$ cat config.mk
export PLATFORM = sky130hd
export DESIGN_NAME = io_mmio_controller
export DESIGN_NICKNAME = d
export VERILOG_FILES = /design/src/rtl/io_mmio_controller_pkg.sv /design/src/rtl/io_rx_fifo.sv /design/src/rtl/io_mmio_controller.sv
export SDC_FILE = /design/constraint.sdc
export NUM_CORES = 1
export LEC_CHECK = 0
export ABC_AREA = 1
export CAP_MARGIN = 40
export CORE_MARGIN = 1
export CORE_UTILIZATION = 54
export CTS_CLUSTER_DIAMETER = 60
export CTS_CLUSTER_SIZE = 25
export DETAILED_ROUTE_END_ITERATION = 10
export GPL_TIMING_DRIVEN = 0
export MAX_ROUTING_LAYER = met4
export PLACE_DENSITY = 0.8
export SLEW_MARGIN = 20
export SYNTH_ARGS = -nofsm -noshare
export SYNTH_HDL_FRONTEND = slang
export SYNTH_SLANG_ARGS = --single-unit
export TNS_END_PERCENT = 20
$ cat constraint.sdc
create_clock -name clk -period 3.2 [get_ports clk]
set_input_delay 0.64 -clock clk [delete_from_list [all_inputs] [get_ports clk]]
set_output_delay 0.64 -clock clk [all_outputs]
set_load 0.05 [all_outputs]
$ cat src/rtl/io_mmio_controller_pkg.sv
// Address map shared by the IO slave and its sub-blocks.
// Port summary: none (package of constants only).
// Offsets decode addr[7:0] inside the region selected by addr[31:28].
package io_mmio_controller_pkg;

    localparam logic [3:0] IO_REGION     = 4'h8;

    localparam logic [7:0] OFF_UART_CTRL = 8'h00;
    localparam logic [7:0] OFF_UART_RX   = 8'h04;
    localparam logic [7:0] OFF_UART_TX   = 8'h08;
    localparam logic [7:0] OFF_CYC_CNT   = 8'h10;
    localparam logic [7:0] OFF_INST_CNT  = 8'h14;
    localparam logic [7:0] OFF_CNT_RST   = 8'h18;

endpackage

$ cat src/rtl/io_rx_fifo.sv
// Purpose: synchronous byte FIFO buffering UART RX bytes until software reads them.
// Latency: push visible on pop_data_o the cycle after the push; pop_data_o shows the head combinationally.
// Backpressure: full_o blocks pushes, empty_o blocks pops; push and pop in one cycle keep occupancy.
// Ports: clk_i, rst_n_i (sync, active-low), push_i/push_data_i, pop_i/pop_data_o, full_o, empty_o.
module io_rx_fifo #(
    parameter int DEPTH = 8
) (
    input  logic       clk_i,
    input  logic       rst_n_i,
    input  logic       push_i,
    input  logic [7:0] push_data_i,
    input  logic       pop_i,
    output logic [7:0] pop_data_o,
    output logic       full_o,
    output logic       empty_o
);

    localparam int PTR_W = $clog2(DEPTH);
    localparam int OCC_W = $clog2(DEPTH + 1);

    logic [7:0]       mem_q [DEPTH];
    logic [PTR_W-1:0] wptr_q, wptr_d;
    logic [PTR_W-1:0] rptr_q, rptr_d;
    logic [OCC_W-1:0] occ_q,  occ_d;
    logic             do_push, do_pop;

    assign full_o     = (occ_q == OCC_W'(DEPTH));
    assign empty_o    = (occ_q == '0);
    assign pop_data_o = mem_q[rptr_q];

    // Guard here as well so a caller that ignores full/empty cannot corrupt state.
    assign do_push = push_i & ~full_o;
    assign do_pop  = pop_i  & ~empty_o;

    // DEPTH is a power of two, so pointer increments wrap on their own.
    always_comb begin
        wptr_d = do_push ? wptr_q + PTR_W'(1) : wptr_q;
        rptr_d = do_pop  ? rptr_q + PTR_W'(1) : rptr_q;
        occ_d  = occ_q;
        if (do_push && !do_pop) begin
            occ_d = occ_q + OCC_W'(1);
        end else if (do_pop && !do_push) begin
            occ_d = occ_q - OCC_W'(1);
        end
    end

    always_ff @(posedge clk_i) begin
        if (!rst_n_i) begin
            wptr_q <= '0;
            rptr_q <= '0;
            occ_q  <= '0;
        end else begin
            wptr_q <= wptr_d;
            rptr_q <= rptr_d;
            occ_q  <= occ_d;
        end
    end

    // Storage needs no reset: entries are only read after being written.
    always_ff @(posedge clk_i) begin
        if (do_push) begin
            mem_q[wptr_q] <= push_data_i;
        end
    end

endmodule

$ cat src/rtl/io_mmio_controller.sv
// Purpose: MMIO slave for region 0x8xxxxxxx: UART RX FIFO / TX holding register, cycle and retired-instruction counters.
// Latency: load data registered on io_rdata one cycle after rd_en, held until the next rd_en.
// Backpressure: uart_rx_ready = FIFO not full; TX writes while uart_tx_valid is set are dropped.
// Ports: clk/rst_n (sync, active-low), pipeline side addr/rd_en/wr_en/wdata/be/inst_retired -> io_rdata,
//        UART side uart_rx_data/valid/ready and uart_tx_data/valid/ready.
module io_mmio_controller
    import io_mmio_controller_pkg::*;
#(
    parameter int RX_DEPTH = 8,
    parameter int CNT_W    = 32
) (
    input  logic        clk,
    input  logic        rst_n,
    input  logic [31:0] addr,
    input  logic        rd_en,
    input  logic        wr_en,
    input  logic [31:0] wdata,
    input  logic [3:0]  be,
    input  logic        inst_retired,
    output logic [31:0] io_rdata,
    input  logic [7:0]  uart_rx_data,
    input  logic        uart_rx_valid,
    output logic        uart_rx_ready,
    output logic [7:0]  uart_tx_data,
    output logic        uart_tx_valid,
    input  logic        uart_tx_ready
);

    logic [31:0]      io_rdata_q, io_rdata_d;
    logic             tx_valid_q, tx_valid_d;
    logic [7:0]       tx_data_q,  tx_data_d;
    logic [CNT_W-1:0] cycle_cnt_q, cycle_cnt_d;
    logic [CNT_W-1:0] inst_cnt_q,  inst_cnt_d;

    logic       io_sel;
    logic [7:0] off;
    logic       rd_ok;
    logic       wr_ok;
    logic       rx_full, rx_empty, rx_pop;
    logic [7:0] rx_head;
    logic       unused_bits;

    assign io_sel = (addr[31:28] == IO_REGION);
    assign off    = addr[7:0];
    // A read colliding with a write is treated as a write; the read returns 0.
    assign rd_ok  = rd_en & io_sel & ~wr_en;
    assign wr_ok  = wr_en & io_sel;
    assign rx_pop = rd_ok & (off == OFF_UART_RX) & ~rx_empty;

    assign unused_bits = ^{addr[27:8], wdata[31:8], be[3:1]};

    io_rx_fifo #(
        .DEPTH (RX_DEPTH)
    ) u_rx_fifo (
        .clk_i       (clk),
        .rst_n_i     (rst_n),
        .push_i      (uart_rx_valid),
        .push_data_i (uart_rx_data),
        .pop_i       (rx_pop),
        .pop_data_o  (rx_head),
        .full_o      (rx_full),
        .empty_o     (rx_empty)
    );

    assign uart_rx_ready = ~rx_full;
    assign uart_tx_valid = tx_valid_q;
    assign uart_tx_data  = tx_data_q;
    assign io_rdata      = io_rdata_q;

    always_comb begin
        io_rdata_d  = io_rdata_q;
        tx_valid_d  = tx_valid_q;
        tx_data_d   = tx_data_q;
        cycle_cnt_d = cycle_cnt_q + CNT_W'(1);
        inst_cnt_d  = inst_retired ? inst_cnt_q + CNT_W'(1) : inst_cnt_q;

        // Any load updates io_rdata; out-of-region, unmapped or colliding loads return 0.
        if (rd_en) begin
            io_rdata_d = '0;
            if (rd_ok) begin
                case (off)
                    OFF_UART_CTRL: io_rdata_d = {30'b0, ~rx_empty, ~tx_valid_q};
                    OFF_UART_RX:   io_rdata_d = rx_empty ? 32'h0 : {24'b0, rx_head};
                    OFF_CYC_CNT:   io_rdata_d = 32'(cycle_cnt_q);
                    OFF_INST_CNT:  io_rdata_d = 32'(inst_cnt_q);
                    default:       io_rdata_d = '0;
                endcase
            end
        end

        // Busy covers the cycle the held byte is accepted, so such a write is dropped too.
        if (wr_ok && (off == OFF_UART_TX) && be[0] && !tx_valid_q) begin
            tx_valid_d = 1'b1;
            tx_data_d  = wdata[7:0];
        end else if (tx_valid_q && uart_tx_ready) begin
            tx_valid_d = 1'b0;
        end

        // Clear beats increment in the same cycle.
        if (wr_ok && (off == OFF_CNT_RST)) begin
            cycle_cnt_d = '0;
            inst_cnt_d  = '0;
        end
    end

    always_ff @(posedge clk) begin
        if (!rst_n) begin
            io_rdata_q  <= '0;
            tx_valid_q  <= 1'b0;
            tx_data_q   <= '0;
            cycle_cnt_q <= '0;
            inst_cnt_q  <= '0;
        end else begin
            io_rdata_q  <= io_rdata_d;
            tx_valid_q  <= tx_valid_d;
            tx_data_q   <= tx_data_d;
            cycle_cnt_q <= cycle_cnt_d;
            inst_cnt_q  <= inst_cnt_d;
        end
    end

endmodule

* Word-level counts from Yosys, hierarchy flattened *
Memory sizes are Yosys's and may differ from the RTL's. A register that Yosys moved wholly into a read port is not among the register bits.
Cells that the tools add are included.
Widths: inputs -> output; s select.

storage, ports and cells
  memories kept = 1
  output and inout bits = 42
  bits in writable memories = 64
  word-level logic and storage cells = 60
  bits of input ports = 83
  bits in registers = 115

cells by class
  mux-type cells = 11
  reduce and logical (&&, ||, !) cells = 15
  equality and inequality tests = 7
  add/sub/neg operators = 6
  bitwise logic cells = 12

memories
  name             depth  bits a word  read ports  clocked after Yosys merged registers in  wr ports  line              RTL
  u_rx_fifo.mem_q  8      8            1           1                                        1         io_rx_fifo.sv:21  logic [7:0] mem_q [DEPTH];

operators by type and width
  cell                   count
  $pmux 32 s4            1
  $add 32x1->32 const B  2
  $mux 32                1
  $eq 8x5->1 const B     3
  $eq 4x4->1 const B     2
  $eq 8x3->1 const B     1
  $eq 8x4->1 const B     1
  $logic_not 8->1        1
  $mux 4                 2
  $mux 8                 1
  $and 1x1->1            7
  $logic_and 1x1->1      7
  $add 3x1->3 const B    2
  $mux 3                 2
  $not 1->1              5
  $add 4x1->4 const B    1
  $logic_not 4->1        1
  $mux 1                 4
  $reduce_bool 2->1      2
  $sub 4x1->4 const B    1
  $logic_not 1->1        3
  $reduce_or 2->1        1

* Depth between registers and ports, before layout *
  depth after elaboration = 9
  depth in mapped cells = 19

* Hierarchy *
Synthesis repeated with hierarchy kept, for this count alone.

unflattened totals
  cells, all modules = 1164
  area total of the unflattened synthesis = 8862.2 um^2

modules (own cells, without submodules)
  module              sequential area each (um^2)  instances  area each (um^2)  cells an instance
  io_mmio_controller  2102.0                       1          5554.1            852
  io_rx_fifo          2182.1                       1          3308.2            312

* Worst setup path after synthesis *
Ideal clock, no wire load.

  path type = input port to flip-flop
  from = input port addr[31]
  to = register u_rx_fifo.occ_q[3]
  data arrival time = 2.498 ns
  buffers on the path = 0
  data required time = 3.081 ns
  slack = 0.583 ns
  stages on the path = 18
  cells stage by stage = inv_1 -> nor2_1 -> nand2_1 -> nor3_2 -> inv_1 -> nor2_2 -> inv_1 -> ha_1 -> inv_1 -> ha_1 -> nand2_1 -> nand2_1 -> a21oi_1 -> nor2_1 -> nor2_1 -> nand2_1 -> o21ai_0 -> a21oi_1

between the ends
  cells in the longest elaborated chain, start to end = 9
  elaborated cells on any way between the ends = 11

ends and longest elaborated chain
  element                                             line                      RTL
  start, declared                                     io_mmio_controller.sv:14  input logic [31:0] addr,
  $eq 4x4->1 *                                        io_mmio_controller.sv:43  assign io_sel = (addr[31:28] == IO_REGION);
  $and 1x1->1 * (2 in a row)                          io_mmio_controller.sv:46  assign rd_ok = rd_en & io_sel & ~wr_en;
  $and 1x1->1 * (2 in a row)                          io_mmio_controller.sv:48  assign rx_pop = rd_ok & (off == OFF_UART_RX) & ~rx_empty;
  $and 1x1->1 *                                       io_rx_fifo.sv:33          assign do_pop = pop_i & ~empty_o;
  $logic_not 1->1                                     io_rx_fifo.sv:40          if (do_push && !do_pop) begin
  $logic_and 1x1->1                                   io_rx_fifo.sv:40
  $mux 4 / $reduce_bool 2->1 (equally long branches)  n/a
  end signal, assigned                                io_rx_fifo.sv:51          occ_q <= '0;
  end signal, assigned                                io_rx_fifo.sv:55          occ_q <= occ_d;
  end, declared                                       io_rx_fifo.sv:24          logic [OCC_W-1:0] occ_q, occ_d;

Every way passes the cells marked *; elsewhere a longest branch is shown, timed or not.
A chain may end at the register's enable or synchronous reset.

* Final worst setup path *
Same ends and word-level chain as after synthesis.

==> impl_metrics.tcl <==
set metrics [dict create \
    gp_congestion 0.946 \
    synth_area_um2 8420 \
    finalWorstSetupSlack_ps 276 \
    use_met2 0.469 \
    ys.warnings.count 0 \
    io_pins 125 \
    drv_cap 0 \
    dieArea_um2 16100 \
    use_met3 0.0671 \
    rr_startpoint "u_rx_fifo.occ_q[0]$_SDFFE_PN0P_" \
    path_class "primary input to flop" \
    cp_cell_sequence "clkdlybuf4s50_1 -> inv_1 -> nor2_1 -> nand2_1 -> nor3_4 -> inv_1 -> nor2_4 -> inv_1 -> ha_1 -> inv_1 -> ha_1 -> nand2_1 -> nand2_1 -> a21oi_1 -> nor2_1 -> nor2_1 -> nand2_1 -> o21ai_0 -> a21oi_1" \
    coreArea_um2 15200 \
    hold_violations 0 \
    busiest_layer "met2" \
    arrival_ps 3250 \
    start_kind "primary input" \
    synth_edf_count 64 \
    end_kind "flop" \
    fin_skew_ps 12.8 \
    synth_seq_area_share 0.509 \
    slowest_stage "clkdlybuf4s50_1" \
    grt_pass1_wl_mm 35.0 \
    use_met1 0.366 \
    rows 45 \
    finalCritPeriodShare 0.914 \
    cts_buffer_depth 2 \
    portBuffers 75 \
    pwr_density_cell_nw_per_um2 471 \
    grt_pass1_vias 7003 \
    grt_max_degree 19 \
    synth-simple-area-share 0.269 \
    die_x_um 127 \
    ys_async_sr_fraction 0 \
    required_ps 3530 \
    viasPerCell 5.50 \
    syn_nets 1133 \
    outcome "completed" \
    ant_nets 0 \
    post_drt_wl_per_cell_um 16.4 \
    ys_ff_latch 182 \
    holdWs_ps 465 \
    layout_commonest_cell "nand2_1" \
    synthAdderAreaFrac 0.0128 \
    h-tree-depth 4 \
    setup_viol 0 \
    ir_drop_uv 414 \
    die_y_um 127 \
    fmax_mhz 342 \
    synth.avg_cell_area_um2 8.08 \
    startpoint "addr[31]" \
    netlist_instances 1042 \
    drc 0 \
    crit_end "u_rx_fifo.occ_q[3]$_SDFFE_PN0P_" \
    synth-xor-area-share 0.0260 \
    tightest_slew_ps 876 \
    r2r_cells 16 \
    wirelength_mm 22.0 \
    crit-reg2reg-capture "u_rx_fifo.occ_q[3]$_SDFFE_PN0P_" \
    synth_cell_types 44 \
    drt_iter0_markers 686 \
    synth_compound_area_frac 0.111 \
    cts_buffers 17 \
    r2r_slack_ps 730 \
    slew_violations 0 \
    first_pass_iters 5 \
    worstPathMaxFanout 6 \
    num_vias 7372 \
    cts_tree "built" \
    layout_common_cells "nand2_1 (216), nor2_1 (154), dfxtp_1 (118)" \
    utilization 0.658 \
    preCtsSetupSlack_ps -514 \
    synth_top_family_by_area "simple AND/OR/NAND/NOR gates" \
    drive_gt1_frac 0.0815 \
    min_period_ps 2920 \
    clkSlewWorstSetupHoldPaths_ps 70 \
    syn2layout_area_growth_pct 18.8 \
    antenna_found_initial 0 \
    hold_buffers 0 \
    grt_overflow_total 0 \
    p_total_mw 4.72 \
    ys.flop_type "dfxtp_1" \
    dp_hpwl_mm 15.5 \
    synthMuxAreaShare 0 \
    hp-class "flop to flop" \
    power.leakage_nw 3.52 \
    clkLatencyLatePin_ps 440 \
    slowest_delay_ps 450 \
    grtUsageTotal 0.293 \
    slew_headroom 0.414 \
    initial_core_util 0.554 \
    root_buffer "clkbuf_16" \
    diodes 0 \
    cts.sinks 182 \
    final_nets 1231 \
]
==> what timing repair did <==
| item | 4_1_cts | 5_1_grt |
|---|---|---|
| buffers inserted | 0 | 1 |
| setup endpoints to repair | 1 | 1 |
| cloned | 0 | 0 |
| pin swaps | 0 | 1 |
| resized for setup | 1 | 2 |
==> through the flow <==
stage                     cell area (um2)  setup TNS (ps)  instances
after floorplan                      8420               0       1042
after global placement               9400            -693       1305
after detailed placement             9400            -837       1305
after CTS                            9970               0       1337
after global routing                10000           -9.92       1341
final                               10000               0       1341
==> registers in the layout, indices dropped and copies added (netlist names), named ones only <==
signal,cells
u_rx_fifo.mem_q,64
u_rx_fifo.rptr_q,3
u_rx_fifo.wptr_q,3
uart_tx_valid,1
u_rx_fifo.occ_q,4
uart_tx_data,8
cycle_cnt_q,32
inst_cnt_q,32
io_rdata,32
==> report_power, final <==
group | internal [mW] | switching [mW]
logic | 0.0937 | 0.158
registers | 2.43 | 0.0230
clock network | 1.05 | 0.962
==> worst min path at each step <==
| stage | startpoint | end | slack (ps) | depth (start not counted) |
|---|---|---|---|---|
| after floorplan | cycle_cnt_q[31]$_SDFF_PP0_ | cycle_cnt_q[31]$_SDFF_PP0_ | 440 | 2 |
| after global placement | cycle_cnt_q[31]$_SDFF_PP0_ | cycle_cnt_q[31]$_SDFF_PP0_ | 450 | 2 |
| after detailed placement | io_rdata[30]$_SDFFE_PN0P_ | io_rdata[30]$_SDFFE_PN0P_ | 460 | 2 |
| after CTS | io_rdata[30]$_SDFFE_PN0P_ | io_rdata[30]$_SDFFE_PN0P_ | 470 | 2 |
| after global routing | cycle_cnt_q[31]$_SDFF_PP0_ | cycle_cnt_q[31]$_SDFF_PP0_ | 490 | 2 |
| final | io_rdata[16]$_SDFFE_PN0P_ | io_rdata[16]$_SDFFE_PN0P_ | 460 | 2 |
==> cells by family (layout without fill, tap and decap cells) <==
group           Yosys count  in the layout
simple gates            500            500
flops                   182            182
compound gates          172            172
buf+inv                 155            266
xor+xnor                 25             25
fa+ha+maj                 8              8
==> synthesized netlist by cell type, types with 3 or more instances <==
cell type	instances	area (um2)
a21oi_1	71	355
buf_2	11	55.1
clkbuf_1	18	67.6
dfxtp_1	118	2360
edfxtp_1	64	1920
ha_1	7	87.6
inv_1	115	432
inv_2	5	18.8
nand2_1	216	811
nand2_2	5	31.3
nand3_1	42	210
nand3_2	7	70.1
nand4_1	9	56.3
nor2_1	155	582
nor2_2	8	50.1
nor2_4	6	67.6
nor3_1	23	115
nor3_2	7	70.1
nor3_4	3	48.8
nor3b_1	3	22.5
nor4_1	6	37.5
o211ai_1	14	105
o21ai_0	62	310
o21ai_1	4	20.0
o22ai_1	16	100
xor2_1	23	201
==> metal layers <==
| layer | vias to the layer above | wire length (um) |
|---|---|---|
| li1 | 3616 | - |
| met1 | 3435 | 9300 |
| met2 | 278 | 10500 |
| met3 | 43 | 1700 |
| met4 | 0 | 480 |
| met5 | - | 0 |
==> worst max-delay path, delay by kind of cell <==
kind                       cells  cell delay (ps)
AOI/OAI and AO/OA              3              390
adders and majority gates      2              470
buffers and inverters          5              800
and+or+nand+nor                9              940
==> cell type report <==
class,count,area [um2]
multi-input combinational,705,3530
timing repair buffer,79,781
fill,1238,5200
sequential,182,4280
buffer,33,153
clock inverter,12,110
clock buffer,20,447
tap,188,235
inverter,122,460
Power figures use the tool's default switching activity.
